===== config.mk =====
export PLATFORM = sky130hd
export DESIGN_NAME = ns_traffic_tester_flat
export DESIGN_NICKNAME = d
export VERILOG_FILES = /design/src/rtl/ns_traffic_tester_pkg.sv /design/src/rtl/ns_traffic_tester_if.sv /design/src/rtl/ns_traffic_tester_calc_redun.sv /design/src/rtl/ns_traffic_tester.sv /design/src/flat_wrapper.sv
export SDC_FILE = /design/constraint.sdc
export NUM_CORES = 1
export LEC_CHECK = 0
export ABC_AREA = 1
export ABC_CLOCK_PERIOD_IN_PS = 1930
export CAP_MARGIN = 40
export CORE_MARGIN = 2
export CORE_UTILIZATION = 55
export CTS_CLUSTER_SIZE = 24
export DETAILED_ROUTE_END_ITERATION = 8
export HOLD_SLACK_MARGIN = 0.06
export PLACE_DENSITY = 0.93
export SETUP_SLACK_MARGIN = 0.15
export SYNTH_ARGS = -nofsm -noshare
export SYNTH_HDL_FRONTEND = slang
export SYNTH_HIERARCHICAL = 1
export SYNTH_SLANG_ARGS = --single-unit

===== constraint.sdc =====
create_clock -name clk -period 1.93 [get_ports clk]
set_input_delay 0.193 -clock clk [delete_from_list [all_inputs] [get_ports clk]]
set_output_delay 0.193 -clock clk [all_outputs]
set_load 0.02 [all_outputs]

===== src/rtl/ns_traffic_tester_pkg.sv =====
// Shared definitions for ns_traffic_tester: field-size defaults, on/off constants,
// source/sink FSM state encodings and a saturating counter helper.
`ifndef NS_ADDRESS_SIZE
`define NS_ADDRESS_SIZE 8
`endif
`ifndef NS_DATA_SIZE
`define NS_DATA_SIZE 8
`endif
`ifndef NS_REDUN_SIZE
`define NS_REDUN_SIZE 4
`endif
`ifndef NS_ON
`define NS_ON 1'b1
`endif
`ifndef NS_OFF
`define NS_OFF 1'b0
`endif

package ns_traffic_tester_pkg;

  typedef enum logic [1:0] {
    S_IDLE = 2'd0,
    S_LOAD = 2'd1,
    S_REQ  = 2'd2,
    S_DROP = 2'd3
  } src_state_e;

  typedef enum logic [1:0] {
    K_IDLE  = 2'd0,
    K_CHECK = 2'd1,
    K_ACK   = 2'd2
  } snk_state_e;

  function automatic logic [7:0] sat_inc8(input logic [7:0] v);
    return (v == 8'hFF) ? v : v + 8'd1;
  endfunction

endpackage


===== src/rtl/ns_traffic_tester_if.sv =====
// Four-phase message channel: master drives the fields and req, slave returns ack.
interface ns_traffic_tester_if #(
  parameter int unsigned ASZ = `NS_ADDRESS_SIZE,
  parameter int unsigned DSZ = `NS_DATA_SIZE,
  parameter int unsigned RSZ = `NS_REDUN_SIZE
) ();
  logic [ASZ-1:0] src;
  logic [ASZ-1:0] dst;
  logic [DSZ-1:0] dat;
  logic [RSZ-1:0] red;
  logic           req;
  logic           ack;

  modport master (output src, dst, dat, red, req, input ack);
  modport slave  (input src, dst, dat, red, req, output ack);
endinterface


===== src/rtl/ns_traffic_tester_calc_redun.sv =====
// Message redundancy: XOR-fold of {src,dst,dat} into RSZ bits (bit i lands on i mod RSZ).
module calc_redun #(
  parameter int unsigned ASZ = `NS_ADDRESS_SIZE,
  parameter int unsigned DSZ = `NS_DATA_SIZE,
  parameter int unsigned RSZ = `NS_REDUN_SIZE
) (
  input  logic [ASZ-1:0] src_i,
  input  logic [ASZ-1:0] dst_i,
  input  logic [DSZ-1:0] dat_i,
  output logic [RSZ-1:0] red_o
);
  localparam int unsigned TW = 2*ASZ + DSZ;

  logic [TW-1:0] flat;

  always_comb begin
    flat  = {src_i, dst_i, dat_i};
    red_o = '0;
    for (int unsigned i = 0; i < TW; i++) begin
      red_o[i % RSZ] = red_o[i % RSZ] ^ flat[i];
    end
  end
endmodule


===== src/rtl/ns_traffic_tester.sv =====
// Message traffic generator (o0) and checker (i0) for messaging-fabric bring-up.
// Optional feature: define NS_TRAFFIC_ERR_INJECT_EN to corrupt red bit 0 of every INJ_PERIOD-th message.
module ns_traffic_tester
  import ns_traffic_tester_pkg::*;
#(
  parameter int unsigned MY_ADDR    = 9,
  parameter int unsigned MIN_ADDR   = 1,
  parameter int unsigned MAX_ADDR   = 1,
  parameter int unsigned NUM_MSG    = 0,
  parameter int unsigned INJ_PERIOD = 8,
  parameter int unsigned ASZ        = `NS_ADDRESS_SIZE,
  parameter int unsigned DSZ        = `NS_DATA_SIZE,
  parameter int unsigned RSZ        = `NS_REDUN_SIZE
) (
  input  logic                      clk,
  input  logic                      rst_n,
  input  logic                      enable,
  ns_traffic_tester_if.master       o0,
  ns_traffic_tester_if.slave        i0,
  output logic                      done,
  output logic [7:0]                err_cnt,
  output logic [3:0]                dbg_leds,
  output logic [3:0]                dbg_disp0,
  output logic [3:0]                dbg_disp1
);
  localparam int unsigned NUM_DST = MAX_ADDR - MIN_ADDR + 1;
  localparam int unsigned IW      = (NUM_DST > 1) ? $clog2(NUM_DST) : 1;
  localparam logic [ASZ-1:0] MY_A  = ASZ'(MY_ADDR);
  localparam logic [ASZ-1:0] MIN_A = ASZ'(MIN_ADDR);
  localparam logic [ASZ-1:0] MAX_A = ASZ'(MAX_ADDR);
`ifdef NS_TRAFFIC_ERR_INJECT_EN
  localparam logic INJ_EN = `NS_ON;
`else
  localparam logic INJ_EN = `NS_OFF;
`endif

  // ---------------- source ----------------
  src_state_e     s_state_q, s_state_d;
  logic [ASZ-1:0] cur_dst_q, cur_dst_d;
  logic [ASZ-1:0] o_dst_q, o_dst_d;
  logic [DSZ-1:0] o_dat_q, o_dat_d;
  logic [RSZ-1:0] o_red_q, o_red_d;
  logic           req_q, req_d;
  logic [31:0]    sent_q, sent_d;
  logic [31:0]    inj_cnt_q, inj_cnt_d;
  logic           done_q, done_d;
  logic [DSZ-1:0] seq_q [NUM_DST];
  logic [DSZ-1:0] seq_d [NUM_DST];
  logic [IW-1:0]  cur_idx, o_idx;
  logic [RSZ-1:0] src_red;

  assign cur_idx = IW'(cur_dst_q - MIN_A);
  assign o_idx   = IW'(o_dst_q - MIN_A);

  calc_redun #(.ASZ(ASZ), .DSZ(DSZ), .RSZ(RSZ)) u_src_redun (
    .src_i (MY_A),
    .dst_i (cur_dst_q),
    .dat_i (seq_q[cur_idx]),
    .red_o (src_red)
  );

  always_comb begin
    s_state_d = s_state_q;
    cur_dst_d = cur_dst_q;
    o_dst_d   = o_dst_q;
    o_dat_d   = o_dat_q;
    o_red_d   = o_red_q;
    sent_d    = sent_q;
    inj_cnt_d = inj_cnt_q;
    done_d    = done_q;
    seq_d     = seq_q;
    unique case (s_state_q)
      S_IDLE: if (enable && !done_q) s_state_d = S_LOAD;
      S_LOAD: begin
        o_dst_d = cur_dst_q;
        o_dat_d = seq_q[cur_idx];
        o_red_d = src_red;
        if (INJ_EN && (inj_cnt_q == INJ_PERIOD - 1)) o_red_d[0] = ~src_red[0];
        s_state_d = S_REQ;
      end
      S_REQ: if (o0.ack) begin
        seq_d[o_idx] = seq_q[o_idx] + DSZ'(1);
        cur_dst_d    = (cur_dst_q == MAX_A) ? MIN_A : cur_dst_q + ASZ'(1);
        sent_d       = sent_q + 32'd1;
        inj_cnt_d    = (inj_cnt_q == INJ_PERIOD - 1) ? '0 : inj_cnt_q + 32'd1;
        s_state_d    = S_DROP;
      end
      S_DROP: if (!o0.ack) begin
        if ((NUM_MSG != 0) && (sent_q == NUM_MSG)) begin
          done_d    = `NS_ON;
          s_state_d = S_IDLE;
        end else begin
          s_state_d = enable ? S_LOAD : S_IDLE;
        end
      end
      default: s_state_d = S_IDLE;
    endcase
    // req is registered from the state so it rises one cycle after S_REQ is entered
    req_d = (s_state_q == S_REQ);
  end

  always_ff @(posedge clk or negedge rst_n) begin
    if (!rst_n) begin
      s_state_q <= S_IDLE;
      cur_dst_q <= MIN_A;
      o_dst_q   <= MIN_A;
      o_dat_q   <= '0;
      o_red_q   <= '0;
      req_q     <= 1'b0;
      sent_q    <= '0;
      inj_cnt_q <= '0;
      done_q    <= 1'b0;
      for (int unsigned i = 0; i < NUM_DST; i++) seq_q[i] <= '0;
    end else begin
      s_state_q <= s_state_d;
      cur_dst_q <= cur_dst_d;
      o_dst_q   <= o_dst_d;
      o_dat_q   <= o_dat_d;
      o_red_q   <= o_red_d;
      req_q     <= req_d;
      sent_q    <= sent_d;
      inj_cnt_q <= inj_cnt_d;
      done_q    <= done_d;
      seq_q     <= seq_d;
    end
  end

  assign o0.src = MY_A;
  assign o0.dst = o_dst_q;
  assign o0.dat = o_dat_q;
  assign o0.red = o_red_q;
  assign o0.req = req_q;

  // ---------------- sink ----------------
  snk_state_e     k_state_q, k_state_d;
  logic [ASZ-1:0] k_src_q, k_src_d;
  logic [ASZ-1:0] k_dst_q, k_dst_d;
  logic [DSZ-1:0] k_dat_q, k_dat_d;
  logic [RSZ-1:0] k_red_q, k_red_d;
  logic           ack_q, ack_d;
  logic [DSZ-1:0] exp_q [NUM_DST];
  logic [DSZ-1:0] exp_d [NUM_DST];
  logic           exp_vld_q [NUM_DST];
  logic           exp_vld_d [NUM_DST];
  logic [7:0]     err_cnt_q, err_cnt_d;
  logic           red_err_q, red_err_d;
  logic           seq_err_q, seq_err_d;
  logic           addr_err_q, addr_err_d;
  logic [3:0]     disp0_q, disp0_d;
  logic [3:0]     disp1_q, disp1_d;
  logic [ASZ-1:0] k_off;
  logic           k_in_range;
  logic [IW-1:0]  k_idx;
  logic [RSZ-1:0] k_red_calc;
  logic           err_hit;

  // out-of-range below MIN_ADDR wraps to a large offset, so one compare covers both ends
  assign k_off      = k_dst_q - MIN_A;
  assign k_in_range = (32'(k_off) < NUM_DST);
  assign k_idx      = IW'(k_off);

  calc_redun #(.ASZ(ASZ), .DSZ(DSZ), .RSZ(RSZ)) u_snk_redun (
    .src_i (k_src_q),
    .dst_i (k_dst_q),
    .dat_i (k_dat_q),
    .red_o (k_red_calc)
  );

  always_comb begin
    k_state_d  = k_state_q;
    k_src_d    = k_src_q;
    k_dst_d    = k_dst_q;
    k_dat_d    = k_dat_q;
    k_red_d    = k_red_q;
    exp_d      = exp_q;
    exp_vld_d  = exp_vld_q;
    err_cnt_d  = err_cnt_q;
    red_err_d  = red_err_q;
    seq_err_d  = seq_err_q;
    addr_err_d = addr_err_q;
    disp0_d    = disp0_q;
    disp1_d    = disp1_q;
    err_hit    = 1'b0;
    unique case (k_state_q)
      K_IDLE: if (i0.req && !ack_q) begin
        k_src_d   = i0.src;
        k_dst_d   = i0.dst;
        k_dat_d   = i0.dat;
        k_red_d   = i0.red;
        k_state_d = K_CHECK;
      end
      K_CHECK: begin
        // a corrupted message teaches nothing, so the expectation is left untouched
        if (k_red_calc != k_red_q) begin
          red_err_d = `NS_ON;
          err_hit   = 1'b1;
        end else if (!k_in_range) begin
          addr_err_d = `NS_ON;
          err_hit    = 1'b1;
        end else begin
          if (exp_vld_q[k_idx] && (k_dat_q != exp_q[k_idx])) begin
            seq_err_d = `NS_ON;
            err_hit   = 1'b1;
            if (!seq_err_q) begin
              disp0_d = 4'(exp_q[k_idx]);
              disp1_d = 4'(k_dat_q);
            end
          end
          exp_d[k_idx]     = k_dat_q + DSZ'(1);
          exp_vld_d[k_idx] = 1'b1;
        end
        if (err_hit) err_cnt_d = sat_inc8(err_cnt_q);
        k_state_d = K_ACK;
      end
      K_ACK: if (!i0.req) k_state_d = K_IDLE;
      default: k_state_d = K_IDLE;
    endcase
    ack_d = (k_state_q == K_ACK);
  end

  always_ff @(posedge clk or negedge rst_n) begin
    if (!rst_n) begin
      k_state_q  <= K_IDLE;
      k_src_q    <= '0;
      k_dst_q    <= '0;
      k_dat_q    <= '0;
      k_red_q    <= '0;
      ack_q      <= 1'b0;
      err_cnt_q  <= '0;
      red_err_q  <= 1'b0;
      seq_err_q  <= 1'b0;
      addr_err_q <= 1'b0;
      disp0_q    <= '0;
      disp1_q    <= '0;
      for (int unsigned i = 0; i < NUM_DST; i++) begin
        exp_q[i]     <= '0;
        exp_vld_q[i] <= 1'b0;
      end
    end else begin
      k_state_q  <= k_state_d;
      k_src_q    <= k_src_d;
      k_dst_q    <= k_dst_d;
      k_dat_q    <= k_dat_d;
      k_red_q    <= k_red_d;
      ack_q      <= ack_d;
      err_cnt_q  <= err_cnt_d;
      red_err_q  <= red_err_d;
      seq_err_q  <= seq_err_d;
      addr_err_q <= addr_err_d;
      disp0_q    <= disp0_d;
      disp1_q    <= disp1_d;
      exp_q      <= exp_d;
      exp_vld_q  <= exp_vld_d;
    end
  end

  assign i0.ack    = ack_q;
  assign done      = done_q;
  assign err_cnt   = err_cnt_q;
  assign dbg_leds  = {done_q, addr_err_q, seq_err_q, red_err_q};
  assign dbg_disp0 = disp0_q;
  assign dbg_disp1 = disp1_q;

endmodule

===== src/flat_wrapper.sv =====
// flat-port wrapper written by rule: the top's interface ports become plain ports
module ns_traffic_tester_flat import ns_traffic_tester_pkg::*;
#(
  parameter int unsigned MY_ADDR    = 9,
  parameter int unsigned MIN_ADDR   = 1,
  parameter int unsigned MAX_ADDR   = 1,
  parameter int unsigned NUM_MSG    = 0,
  parameter int unsigned INJ_PERIOD = 8,
  parameter int unsigned ASZ        = `NS_ADDRESS_SIZE,
  parameter int unsigned DSZ        = `NS_DATA_SIZE,
  parameter int unsigned RSZ        = `NS_REDUN_SIZE
)
  (clk, rst_n, enable, done, err_cnt, dbg_leds, dbg_disp0, dbg_disp1, o0_src, o0_dst, o0_dat, o0_red, o0_req, o0_ack, i0_src, i0_dst, i0_dat, i0_red, i0_req, i0_ack);
  ns_traffic_tester_if #(.ASZ(ASZ), .DSZ(DSZ), .RSZ(RSZ)) o0_i ();
  ns_traffic_tester_if #(.ASZ(ASZ), .DSZ(DSZ), .RSZ(RSZ)) i0_i ();
  input  logic clk;
  input  logic rst_n;
  input  logic enable;
  output logic done;
  output logic [7:0] err_cnt;
  output logic [3:0] dbg_leds;
  output logic [3:0] dbg_disp0;
  output logic [3:0] dbg_disp1;
  output wire logic [$bits(o0_i.src)-1:0] o0_src;
  output wire logic [$bits(o0_i.dst)-1:0] o0_dst;
  output wire logic [$bits(o0_i.dat)-1:0] o0_dat;
  output wire logic [$bits(o0_i.red)-1:0] o0_red;
  output wire logic [$bits(o0_i.req)-1:0] o0_req;
  input wire logic [$bits(o0_i.ack)-1:0] o0_ack;
  input wire logic [$bits(i0_i.src)-1:0] i0_src;
  input wire logic [$bits(i0_i.dst)-1:0] i0_dst;
  input wire logic [$bits(i0_i.dat)-1:0] i0_dat;
  input wire logic [$bits(i0_i.red)-1:0] i0_red;
  input wire logic [$bits(i0_i.req)-1:0] i0_req;
  output wire logic [$bits(i0_i.ack)-1:0] i0_ack;
  assign o0_src = o0_i.src;
  assign o0_dst = o0_i.dst;
  assign o0_dat = o0_i.dat;
  assign o0_red = o0_i.red;
  assign o0_req = o0_i.req;
  assign o0_i.ack = o0_ack;
  assign i0_i.src = i0_src;
  assign i0_i.dst = i0_dst;
  assign i0_i.dat = i0_dat;
  assign i0_i.red = i0_red;
  assign i0_i.req = i0_req;
  assign i0_ack = i0_i.ack;
  ns_traffic_tester #(.MY_ADDR(MY_ADDR), .MIN_ADDR(MIN_ADDR), .MAX_ADDR(MAX_ADDR), .NUM_MSG(NUM_MSG), .INJ_PERIOD(INJ_PERIOD), .ASZ(ASZ), .DSZ(DSZ), .RSZ(RSZ)) u_core (.clk(clk), .rst_n(rst_n), .enable(enable), .o0(o0_i), .i0(i0_i), .done(done), .err_cnt(err_cnt), .dbg_leds(dbg_leds), .dbg_disp0(dbg_disp0), .dbg_disp1(dbg_disp1));
endmodule

==> flow_summary.json <==
{
  "status": "finished with violations",
  "violations": "negative setup slack",
  "fin_crit_sh": 1.03,
  "antenna_found_initial": 0,
  "grt_pass1_vias": 4407,
  "hold_violations": 0,
  "yosysMostFrequentCell": "nand2_1",
  "ant_nets": 0,
  "wl_met2_um": 5980,
  "cp_common_cell": "nand2_1",
  "crit_required_ns": 2.19,
  "dpl_worst_slack_ns": -0.0355,
  "fmax_mhz": 502,
  "ys_ff_latch": 98,
  "drv_cap": 0,
  "drc_errors": 0,
  "dpl.hpwl_um": 8340,
  "cp_slowest_cell": "dfrtp_1",
  "routed.top_layer": "met4",
  "die_h_um": 104,
  "rsz0062_at_grt": "true",
  "final_max_slew_viol_count": 0,
  "synth_async_sr_flop_share": 1.00,
  "slew_headroom": 0.665,
  "critPathCaptureType": "flop",
  "startpoint_type": "flop",
  "synth.yosys.warnings": 6,
  "max_stage_delay_ns": 0.44,
  "final_nets": 872,
  "dpl-instance-area_mm2": 0.00646,
  "syn_to_final_growth_pct": 25.0,
  "clk_latency_ns": 0.37,
  "synthCells": 717,
  "grt_pass1_wl_um": 19800,
  "wirelength_um": 12000,
  "io_pins": 84,
  "grtUsageTotal": 0.220,
  "final_cell_area_mm2": 0.00688,
  "core_area_mm2": 0.00973,
  "post_drt_wl_per_cell_um": 12.4,
  "synth_edf_count": 0,
  "cts_buffer_depth": 2,
  "seq_power_share": 0.348,
  "finalSetupViolCount": 13,
  "synth_largest_area_cell": "dfrtp_1",
  "yosysSeqAreaShare": 0.446,
  "syn_area_per_cell_um2": 7.67,
  "synth.area.top_cells": "dfrtp_1 (44%), nand2_1 (19%), inv_1 (6.3%), xor2_1 (4.3%), nand3_1 (3.5%)",
  "vias": 4824,
  "worst_ir_drop_vdd_uv": 697,
  "cts_tree": "built",
  "start_util": 0.565,
  "cts-buffers-inserted": 9,
  "fin_skew_ns": 0.0138,
  "h-tree-depth": 3,
  "cts.clk_slew.worst_paths_ns": 0.10,
  "p_per_area_mw_per_mm2": 1450,
  "netSwitchingPower_mw": 4.51,
  "setup_ws_ns": -0.0606,
  "internal_power_mw": 5.44,
  "crit_chain": "inv_1, nand2_1, nand2_1, nand2_1, nand3_1, nand2_1, inv_1, nand2_1, nand2_2, nor2_4, nand3_4, nor2_8, nand3_4, nand2_1, nand2_1",
  "grt-ovfl-total": 0,
  "viasPerCell": 4.98,
  "worst-path-max-fanout": 8,
  "syn_area_mm2": 0.00550,
  "p_leak_nw": 3.60,
  "drt-met1-wl_um": 5130,
  "fp-row-count": 36,
  "clock-sinks": 98,
  "finalCriticalPeriod_ns": 1.99,
  "met3_length_um": 676,
  "pwr-share-comb": 0.511,
  "worst-setup-path-type": "reg -> reg",
  "fp.dieW_um": 104,
  "clkPwrFrac": 0.141,
  "grt_max_degree": 41,
  "worst_pin_slew_ns": 0.502,
  "yosys.area.top_type_share": 0.437,
  "hold_path_class": "in -> async",
  "initialDrtViolationCount": 345,
  "port_buffers": 73,
  "ys_types": 34,
  "drive_above_1_share": 0.139,
  "crit_arrival_ns": 2.25,
  "synthFlopType": "dfrtp_1",
  "cts-root-buf": "clkbuf_8",
  "dr.pass1.iters": 6,
  "swShare": 0.454,
  "gp_congestion": 0.835,
  "dieArea_mm2": 0.0108,
  "insertedDiodeCount": 0,
  "synthTopCellsByCount": "nand2_1 (273), dfrtp_1 (96), inv_1 (93)"
}
[cells in the final DEF (no fill, tap or decap), types with 9 or more instances in the layout]
cell type	count
conb_1	33
nand3_1	34
nand2_1	255
nand4_1	11
dfrtp_1	93
nor2_2	10
a21oi_1	12
clkbuf_8	10
nor2_1	34
buf_4	19
inv_1	89
mux2_2	10
nand2_2	20
clkdlybuf4s50_1	72
xnor2_1	15
inv_2	9
o21ai_0	24
xor2_1	27
[final cells by class]
type                       count  area [µm²]
sequential                    98        2460
multi-input combinational    528        2770
timing repair buffer          94         905
fill                         744        2850
clock buffer                  10         138
inverter                      99         372
tap                          133         166
clock inverter                 6        70.1
[metal layers]
layer / global-route usage / vias up
met5: 0 / -
met4: 0.0734 / 0
met3: 0.0251 / 21
met2: 0.367 / 174
met1: 0.302 / 2251
li1: - / 2378
[timing repair]
action / in CTS / in global routing
setup buffers: 5 / 2
gates cloned: 1 / 0
hold buffers: 1 / 0
gates resized for setup: 9 / 39
endpoints found under the hold margin: 38 / 0
endpoints found under the setup margin: 27 / 31
pin swaps: 6 / 27
[power by group through the flow]
stage | logic [mW] | clock network (mW) | registers (mW)
after floorplan | 2.99 | 0 | 3.62
after global placement | 4.34 | 0 | 3.41
after detailed placement | 4.51 | 0 | 3.47
after CTS | 4.66 | 1.43 | 3.43
after global routing | 5.65 | 1.50 | 3.57
final | 5.09 | 1.40 | 3.47
[logic make-up (layout without fill, tap and decap cells)]
| family | count (synthesis) | count (layout) | share of synthesized area |
|---|---|---|---|
| buffers and inverters | 123 | 209 | 0.0973 |
| AOI/OAI and AO/OA | 45 | 45 | 0.0423 |
| adders and majority gates | 9 | 9 | 0.0205 |
| other | 2 | 33 | 0.00137 |
| muxes | 10 | 10 | 0.0205 |
| and+or+nand+nor | 388 | 389 | 0.305 |
| DFF | 98 | 98 | 0.446 |
| xor gates and xnor gates | 42 | 42 | 0.0669 |
[critical path: cells and delay by family, from the launching register on]
kind	cells	cell delay, ns
buf+inv	2	0.15
flops	1	0.44
simple gates	13	1.29
[through the flow]
| step | cells | utilization | setup TNS [ns] | total power, mW | hold slack, ns |
|---|---|---|---|---|---|
| 2_1_floorplan | 748 | - | 0 | 6.60 | -0.103 |
| 3_3_place_gp | 943 | 0.664 | 0 | 7.75 | 0.191 |
| 3_5_place_dp | 943 | 0.664 | -0.166 | 7.99 | 0.194 |
| 4_1_cts | 966 | 0.693 | -0.0115 | 9.52 | 0.348 |
| 5_1_grt | 968 | 0.707 | -3.51 | 10.7 | 0.372 |
| 6_report | 968 | 0.707 | -0.376 | 9.95 | 0.322 |
[worst paths after layout]
kind	startpoint	end	cells past startpoint	slack, ns
max	u_core/k_dat_q[2]	u_core/dbg_disp0[0]	15	-0.06
min	rst_n	u_core/err_cnt[4]	2	0.32
max reg2reg	u_core/k_dat_q[2]	u_core/dbg_disp0[0]	15	-0.06
min reg2reg	u_core/dbg_disp0[3]	u_core/dbg_disp0[3]	2	0.48
max in group asynchronous	rst_n	u_core/k_src_q[6]	3	0.91
min in group clk	i0_dst[6]	u_core/k_dst_q[6]	3	0.35
No activity file was read; power rests on OpenSTA's default activity.
